[src/rtl/muxn_pipe.sv]
// Parametrised N-way mux with a one-cycle registered output and valid/ready handshake.
// Optional macro MUXN_PIPE_SKID_EN adds a skid register so o_ready is registered.
module muxn_pipe #(
  parameter int unsigned NUM_INPUTS     = 4,
  parameter int unsigned MUX_DATA_WIDTH = 32,
  localparam int unsigned SEL_WIDTH     = $clog2(NUM_INPUTS)
) (
  input  logic                                 i_clk,
  input  logic                                 i_rstn,
  input  logic                                 i_valid,
  output logic                                 o_ready,
  input  logic [SEL_WIDTH-1:0]                 i_sel,
  input  logic [NUM_INPUTS*MUX_DATA_WIDTH-1:0] i_in,
  output logic                                 o_valid,
  input  logic                                 i_ready,
  output logic [MUX_DATA_WIDTH-1:0]            o_muxout,
  output logic                                 o_sel_err,
  input  logic                                 i_err_clr,
  output logic                                 o_err_sticky
);

  typedef struct packed {
    logic                      err;
    logic [MUX_DATA_WIDTH-1:0] data;
  } beat_t;

`ifdef MUXN_PIPE_SKID_EN
  typedef enum logic [1:0] {EMPTY = 2'd0, ONE = 2'd1, FULL = 2'd2} state_t;
`else
  typedef enum logic [1:0] {EMPTY = 2'd0, ONE = 2'd1} state_t;
`endif

  state_t state_q, state_d;
  beat_t  in_beat;
  beat_t  out_q;
  logic   in_range;
  logic   valid_q;
  logic   sticky_q;
  logic   load_out;
  logic   accept;
  logic   xfer;

`ifdef MUXN_PIPE_SKID_EN
  beat_t  skid_q;
  logic   ready_q;
  logic   load_skid;
  logic   skid_to_out;

  assign o_ready = ready_q;
`else
  logic   live_q;

  // Ready is held low until the first edge after reset, then follows the output register.
  assign o_ready = live_q & (~valid_q | i_ready);
`endif

  assign accept       = i_valid & o_ready;
  assign xfer         = valid_q & i_ready;
  assign o_valid      = valid_q;
  assign o_muxout     = out_q.data;
  assign o_sel_err    = out_q.err;
  assign o_err_sticky = sticky_q;

  // Lane select; an unmatched select yields zero data and flags the beat.
  always_comb begin
    in_beat  = '0;
    in_range = 1'b0;
    for (int unsigned k = 0; k < NUM_INPUTS; k++) begin
      if (i_sel == SEL_WIDTH'(k)) begin
        in_beat.data = i_in[k*MUX_DATA_WIDTH +: MUX_DATA_WIDTH];
        in_range     = 1'b1;
      end
    end
    in_beat.err = ~in_range;
  end

  // Occupancy next-state and register load strobes.
  always_comb begin
    state_d     = state_q;
    load_out    = 1'b0;
`ifdef MUXN_PIPE_SKID_EN
    load_skid   = 1'b0;
    skid_to_out = 1'b0;
`endif
    case (state_q)
      EMPTY: begin
        if (accept) begin
          state_d  = ONE;
          load_out = 1'b1;
        end
      end
      ONE: begin
        if (accept && xfer) begin
          load_out = 1'b1;
        end else if (xfer) begin
          state_d = EMPTY;
`ifdef MUXN_PIPE_SKID_EN
        end else if (accept) begin
          state_d   = FULL;
          load_skid = 1'b1;
`endif
        end
      end
`ifdef MUXN_PIPE_SKID_EN
      FULL: begin
        if (xfer) begin
          state_d     = ONE;
          skid_to_out = 1'b1;
        end
      end
`endif
      default: state_d = EMPTY;
    endcase
  end

  always_ff @(posedge i_clk or negedge i_rstn) begin
    if (!i_rstn) begin
      state_q <= EMPTY;
      valid_q <= 1'b0;
`ifdef MUXN_PIPE_SKID_EN
      ready_q <= 1'b0;
`else
      live_q  <= 1'b0;
`endif
    end else begin
      state_q <= state_d;
      valid_q <= (state_d != EMPTY);
`ifdef MUXN_PIPE_SKID_EN
      ready_q <= (state_d != FULL);
`else
      live_q  <= 1'b1;
`endif
    end
  end

  // Data registers; the error flag travels with its beat.
  always_ff @(posedge i_clk or negedge i_rstn) begin
    if (!i_rstn) begin
      out_q <= '0;
    end else if (load_out) begin
      out_q <= in_beat;
`ifdef MUXN_PIPE_SKID_EN
    end else if (skid_to_out) begin
      out_q <= skid_q;
`endif
    end
  end

`ifdef MUXN_PIPE_SKID_EN
  always_ff @(posedge i_clk or negedge i_rstn) begin
    if (!i_rstn) begin
      skid_q <= '0;
    end else if (load_skid) begin
      skid_q <= in_beat;
    end
  end
`endif

  // Sticky error: a new error wins over a simultaneous clear.
  always_ff @(posedge i_clk or negedge i_rstn) begin
    if (!i_rstn) begin
      sticky_q <= 1'b0;
    end else if (accept && in_beat.err) begin
      sticky_q <= 1'b1;
    end else if (i_err_clr) begin
      sticky_q <= 1'b0;
    end
  end

endmodule

[config.mk]
export PLATFORM = sky130hd
export DESIGN_NAME = muxn_pipe
export DESIGN_NICKNAME = d
export VERILOG_FILES = /design/src/rtl/muxn_pipe.sv
export SDC_FILE = /design/constraint.sdc
export NUM_CORES = 1
export LEC_CHECK = 0
export CORE_UTILIZATION = 38
export CTS_BUF_LIST = sky130_fd_sc_hd__clkbuf_8
export CTS_CLUSTER_DIAMETER = 120
export DETAILED_ROUTE_END_ITERATION = 12
export PLACE_DENSITY = 0.87
export SLEW_MARGIN = 5
export SYNTH_ARGS = -nofsm -noshare
export SYNTH_HDL_FRONTEND = slang
export SYNTH_SLANG_ARGS = --single-unit
[constraint.sdc]
create_clock -name i_clk -period 5 [get_ports i_clk]
set_input_delay 1.5 -clock i_clk [delete_from_list [all_inputs] [get_ports i_clk]]
set_output_delay 1.5 -clock i_clk [all_outputs]
set_load 0.01 [all_outputs]
After elaboration in Yosys (flattened, before gate mapping)
Index checks and enable logic that the tools add are counted.
W data, S select, Z words.
{"block": "totals", "reg_bits": 38, "wordCells": 39}
{"block": "classes", "eq_ne": 4, "n_reduce_logical": 6, "bitwise_logic": 6, "muxes": 17}
{"operator": "$mux W32", "count": 4}
{"operator": "$mux W1", "count": 8}
{"operator": "$mux W2", "count": 3}
{"operator": "$eq A2 B1 Y1 const B", "count": 2}
{"operator": "$eq A2 B2 Y1 const B", "count": 2}
{"operator": "$logic_not A2 Y1", "count": 2}
{"operator": "$pmux W2 S2", "count": 1}
{"operator": "$reduce_bool A2 Y1", "count": 2}
{"operator": "$and A1 B1 Y1", "count": 3}
{"operator": "$logic_and A1 B1 Y1", "count": 2}
{"operator": "$not A1 Y1", "count": 2}
{"operator": "$pmux W1 S2", "count": 1}
{"operator": "$or A1 B1 Y1", "count": 1}

Depth between registers and ports, before layout
Gate-level depths: netlist of run 1.
{"block": "logic_depth", "word_depth": 8, "ltp_mapped": 4, "ltp_nobuf": 3}

Worst setup path before layout of run 1
OpenSTA, ideal clock, no wires.
{"block": "synth_timing", "path_kind": "input port to output port", "from": "input i_ready", "to": "output o_ready", "stages": 2, "setup_slack_ns": 1.665, "n_path_buf": 0, "t_arrival_ns": 1.835, "cell_sequence": "inv_2 -> a21boi_0"}
{"block": "synth_between", "elab_chain_len": 2}
{"item": "start, declared", "line_no": "15", "text": "input logic i_ready,"}
{"item": "$or A1 B1 Y1", "line_no": "54", "text": "assign o_ready = live_q & (~valid_q | i_ready);"}
{"item": "$and A1 B1 Y1", "line_no": "54"}
{"item": "end, declared", "line_no": "11", "text": "output logic o_ready,"}
Every way passes these cells.

Final worst setup path of run 1
Same ends and word-level chain as after synthesis.

==> flow_summary.ini, run 1 <==
[power]
power.leakage_nw = 1.64
peakVddDrop_uv = 138
report.power.total_mw = 1.16
cellPowerDensity_nw_per_um2 = 278

[sta]
tns_ns = 0
finalHoldViolCount = 0
slew_viol_final = 0
rsz0062_at_grt = false
max_freq_ghz = 0.234
skew_ns = 0.00639
holdWs_ns = 0.502
worst_pin_slew_ns = 1.06
min_period_ns = 4.27
setup_viol = 0
min_period_over_period_pct = 85.3
max_slew_margin_pct = 29.4

[routing]
wl_per_cell_um = 16.2
drt-total-wl_mm = 6.00
viasPerCell = 5.09
ant_nets = 0
drt-pass1-iter-count = 4
drc = 0
drt-initial-drc-count = 34
routed-via-count = 1889

[grt]
grt_first_pass_wirelength_mm = 9.50
first_global_vias = 2127
grt_usage_pct = 19.7
grt_remaining_overflow = 0
antenna_found_initial = 0
grt_max_degree = 39

[clock_network]
cts_resized = 0
cts_tree = built
cts_max_level = 2
cts_root_buf = clkbuf_8
clk_pin_slew_ns = 0.07
postCtsSetupBuffers = 0
cts_sinks = 38
ctsHoldBuffers = 0
clock_path_buffers = 2
clkLatencyLatePin_ns = 0.28
cts_buffers = 5

[cells_and_area]
fill_cells = 433
diodes = 0
area_growth_pct = 78.4
multi_input_comb_area_um2 = 1290
layout-drive-gt1-share_pct = 27.0
fin_nets = 430
seq_area_um2 = 951

[floorplan]
row_count = 28
die-area_um2 = 6450
fp.dieW_um = 80.3
coreArea_um2 = 5920
fp.dieH_um = 80.3
boundaryPins = 171
start_util_pct = 39.3

[critical_path]
crit_required_ns = 3.50
path_max_fanout = 3
end_kind = output port
cp.arrival_ns = 2.77
crit_type = in -> out
rr_worst_depth = 3
cp-start-kind = input pin

[worst_hold_path]
hold_path_depth = 1
hold_class = reg -> reg

[synthesis]
synth_top_family_by_area = multiplexers
synthCells = 126
synthArstFlopShare_pct = 100
synthMuxAreaShare_pct = 51.1
yosysWarnings = 0
synth_seq_cells = 38
synth_compound_area_share_pct = 2.47
synth_edf_count = 0
ys_seq_area_share_pct = 40.8
synth.area.top_cells = dfrtp_1 (41%), mux4_2 (31%), mux2_4 (19%), buf_6 (2.9%), mux2_2 (1.5%)
synth-main-ff-cell = dfrtp_1
synth_adder_area_share_pct = 0
synthXorXnorAreaFrac_pct = 0
yosys.area_share.simple_pct = 1.56
yosysMostFrequentCell = dfrtp_1
syn_avg_cell_area_um2 = 18.5
synth_top_area_cell = dfrtp_1
synth_cell_types = 18
synth_nets = 261
synth_top_cell_area_share_pct = 40.8
synth.cell_area_um2 = 2330
synthTopCellsByCount = dfrtp_1 (38), mux4_2 (32), mux2_4 (29)

[placement]
gp_congestion = 0.705
dp_hpwl_mm = 4.80
io_buffer_count = 170

[flow_run]
cap_violations = 0

[run_status]
status = completed
==> layer usage <==
layer	track usage, %	wire [um]	vias to the layer above
met5	0	0	-
met4	6.79	86	0
met3	5.11	422	6
met2	37.4	3430	98
met1	20.8	2060	940
li1	-	-	845
==> area by class of cell <==
type | count | share of cell area [%]
Inverter | 1 | 0.0903
Tap cell | 75 | 2.26
Sequential cell | 38 | 22.9
Multi-Input combinational cell | 77 | 31.1
Clock buffer | 8 | 2.65
Timing Repair Buffer | 172 | 41.1
==> sequential cells by signal, indices dropped and copies added (netlist names) <==
| signal | flops |
|---|---|
| state_q | 2 |
| live_q | 1 |
| o_err_sticky | 1 |
| o_valid | 1 |
| o_sel_err | 1 |
| o_muxout | 32 |
==> report_power, final <==
group	leakage (nW)	total [mW]	internal [mW]	switching (mW)
Sequential	0.458	0.430	0.384	0.0459
Clock	0.0575	0.235	0.139	0.0962
Combinational	1.12	0.491	0.352	0.139
Total	1.64	1.16	0.875	0.281
==> stage by stage <==
| stage | setup WS [ns] | cell area, um^2 | cells | utilization, % |
|---|---|---|---|---|
| 5_1_grt | 0.687 | 4160 | 371 | 70.2 |
| 3_3_place_gp | 0.740 | 4050 | 363 | 68.3 |
| 4_1_cts | 0.714 | 4160 | 371 | 70.2 |
| 2_1_floorplan | 1.66 | 2330 | 126 | - |
| 6_report | 0.733 | 4160 | 371 | 70.2 |
| 3_5_place_dp | 0.720 | 4050 | 363 | 68.3 |
==> layout by cell type (no fill, tap or decap) <==
cell	instances
clkdlybuf4s50_1	168
dfrtp_1	38
mux4_2	32
mux2_4	29
clkbuf_8	8
mux2_2	3
a311oi_1	2
nor2b_1	2
buf_2	2
conb_1	2
buf_4	2
inv_2	1
nand2_1	1
nand3_1	1
a21oi_1	1
a21boi_0	1
nand2_2	1
nor2b_2	1
a2111oi_4	1
==> worst paths after layout <==
kind                                        from                 endpoint  slack [ns]
min                        o_sel_err$_DFFE_PN0P_    o_sel_err$_DFFE_PN0P_        0.50
max in group asynchronous                 i_rstn    o_sel_err$_DFFE_PN0P_        3.17
min in group asynchronous                 i_rstn        o_valid$_DFF_PN0_        1.32
max                                      i_ready                  o_ready        0.73
min reg2reg                o_sel_err$_DFFE_PN0P_    o_sel_err$_DFFE_PN0P_        0.50
max reg2reg                    o_valid$_DFF_PN0_  o_muxout[6]$_DFFE_PN0P_        3.14
==> critical path, cell delays in order <==
cell             delay, ns
clkdlybuf4s50_1       0.49
inv_2                 0.06
a21boi_0              0.16
clkdlybuf4s50_1       0.55
==> logic make-up (layout without fill, tap and decap cells) <==
| logic type | count (synthesis) | after routing |
|---|---|---|
| flip-flops | 38 | 38 |
| multiplexers | 64 | 64 |
| buffers and inverters | 11 | 181 |
| AO/OA/AOI/OAI | 5 | 5 |
| other | 2 | 2 |
| AND/OR/NAND/NOR | 6 | 6 |
(Power assumes the default switching activity.)
==> inputs of run 2 (changes only) <==
SETUP_SLACK_MARGIN = 0.5   (was unset)
==> results of run 2 <==
No change in the layout: final DEF, timing and power equal those of run 1.
==> inputs of run 3 (changes only) <==
CORE_MARGIN = 10   (was unset)
==> flow_summary.ini, run 3 (synthesized netlist as in run 1, its figures left out) <==
[clock_network]
cts_resized = 0
cts_tree = built
cts_sinks = 38
ctsHoldBuffers = 0
cts_root_buf = clkbuf_8
postCtsSetupBuffers = 0
cts_buffers = 5
clock_path_buffers = 2
clkLatencyLatePin_ns = 0.28
clk_pin_slew_ns = 0.07
cts_max_level = 2

[cells_and_area]
layout-drive-gt1-share_pct = 27.3
largest_reg_flops = 32
fin_nets = 431
final_core_util_pct = 70.3
diodes = 0
final_common_cell = clkdlybuf4s50_1
fill_cells = 424
final_cell_mix = clkdlybuf4s50_1 (168), dfrtp_1 (38), mux4_2 (32), mux2_4 (29), clkbuf_8 (5)
area_growth_pct = 78.7

[sta]
rsz0062_at_grt = false
min_period_ns = 4.28
setup_viol = 0
finalHoldViolCount = 0
fin_ws_ns = 0.716
max_freq_ghz = 0.233
min_period_over_period_pct = 85.7
skew_ns = 0.00267
worst_pin_slew_ns = 1.05
tns_ns = 0
slew_viol_final = 0
max_slew_margin_pct = 30.0

[critical_path]
crit_buf_inv = 3
crit_top_cell = clkdlybuf4s50_1
crit-reg2reg-launch = o_valid$_DFF_PN0_
rr_worst_depth = 3
crit_type = in -> out
reg2reg_to = o_muxout[5]$_DFFE_PN0P_
cp.arrival_ns = 2.78
rrSetupSlack_ns = 3.32
crit_path_top_delay_cell = clkdlybuf4s50_1
crit_required_ns = 3.50
cp-start-kind = input pin
end_kind = output port
path_max_fanout = 3
max_stage_delay_ns = 0.56
cp_top_family = buffers and inverters
path_cells = clkdlybuf4s50_1 > inv_2 > a21boi_0 > clkdlybuf4s50_1

[floorplan]
row_count = 28
start_util_pct = 39.3
die-area_um2 = 9660
boundaryPins = 171
coreArea_um2 = 5920
fp.dieW_um = 98.3
fp.dieH_um = 98.3

[grt]
antenna_found_initial = 0
grt_usage_pct = 15.9
grt_max_degree = 39
grt_remaining_overflow = 0
first_global_vias = 2245
grt_first_pass_wirelength_mm = 12.2

[worst_hold_path]
hold_path_end = o_sel_err$_DFFE_PN0P_
hold_path_depth = 1
min_from = o_sel_err$_DFFE_PN0P_
hold_class = reg -> reg

[placement]
gp_congestion = 0.790
io_buffer_count = 170
dp_hpwl_mm = 6.72
dp_slack_ns = 0.717

[run_status]
status = completed

[power]
power.leakage_nw = 1.64
cellPowerDensity_nw_per_um2 = 283
report.power.total_mw = 1.18
peakVddDrop_uv = 224

[routing]
routed-via-count = 1868
drc = 0
wl_per_cell_um = 21.0
ant_nets = 0
drt-pass1-iter-count = 4
viasPerCell = 5.02
drt-total-wl_mm = 7.81
drt-initial-drc-count = 29

[flow_run]
cap_violations = 0
run 3: worst reg2reg max path, cell delays in order, from the launching register on:
cell and delay (ns):
dfrtp_1 0.47, a2111oi_4 0.34, buf_4 0.38, mux2_2 0.38
run 3: metrics by stage:
step / hold slack [ns] / area (um^2) / std cells
2_1_floorplan: 0.482 / 2330 / 126
3_3_place_gp: 0.485 / 4050 / 364
3_5_place_dp: 0.487 / 4050 / 364
4_1_cts: 0.508 / 4160 / 372
5_1_grt: 0.529 / 4160 / 372
6_report: 0.502 / 4160 / 372
run 3: worst max-delay path by stage:
stage / start / end / slack (ns) / cells after the start
finish: i_ready / o_ready / 0.72 / 4
global placement: i_ready / o_ready / 0.73 / 4
floorplan: i_ready / o_ready / 1.66 / 2
detailed placement: i_ready / o_ready / 0.72 / 4
global route: i_ready / o_ready / 0.65 / 4
CTS: i_ready / o_ready / 0.71 / 4
run 3: per-layer routing:
metal / wire, um / up-vias / global-route usage [%]
li1: - / 844 / -
met1: 2590 / 901 / 15.3
met2: 4050 / 115 / 28.2
met3: 1050 / 8 / 9.58
met4: 126 / 0 / 3.97
met5: 0 / - / 0
run 3: cell type report:
cell class	instances	area [um^2]	share of cell area [%]
repair buffers	173	1710	41.2
multi-input cells	77	1290	31.0
flip-flops and latches	38	951	22.8
well taps	75	93.8	2.25
clock buffers	5	68.8	1.65
clock inverters	3	40.0	0.962
inverters	1	3.75	0.0902
run 3: power by group:
part,internal (mW),total [mW],switching [mW]
sequential,0.384,0.428,0.0444
combinational,0.352,0.500,0.148
clock,0.147,0.251,0.105
total,0.883,1.18,0.297
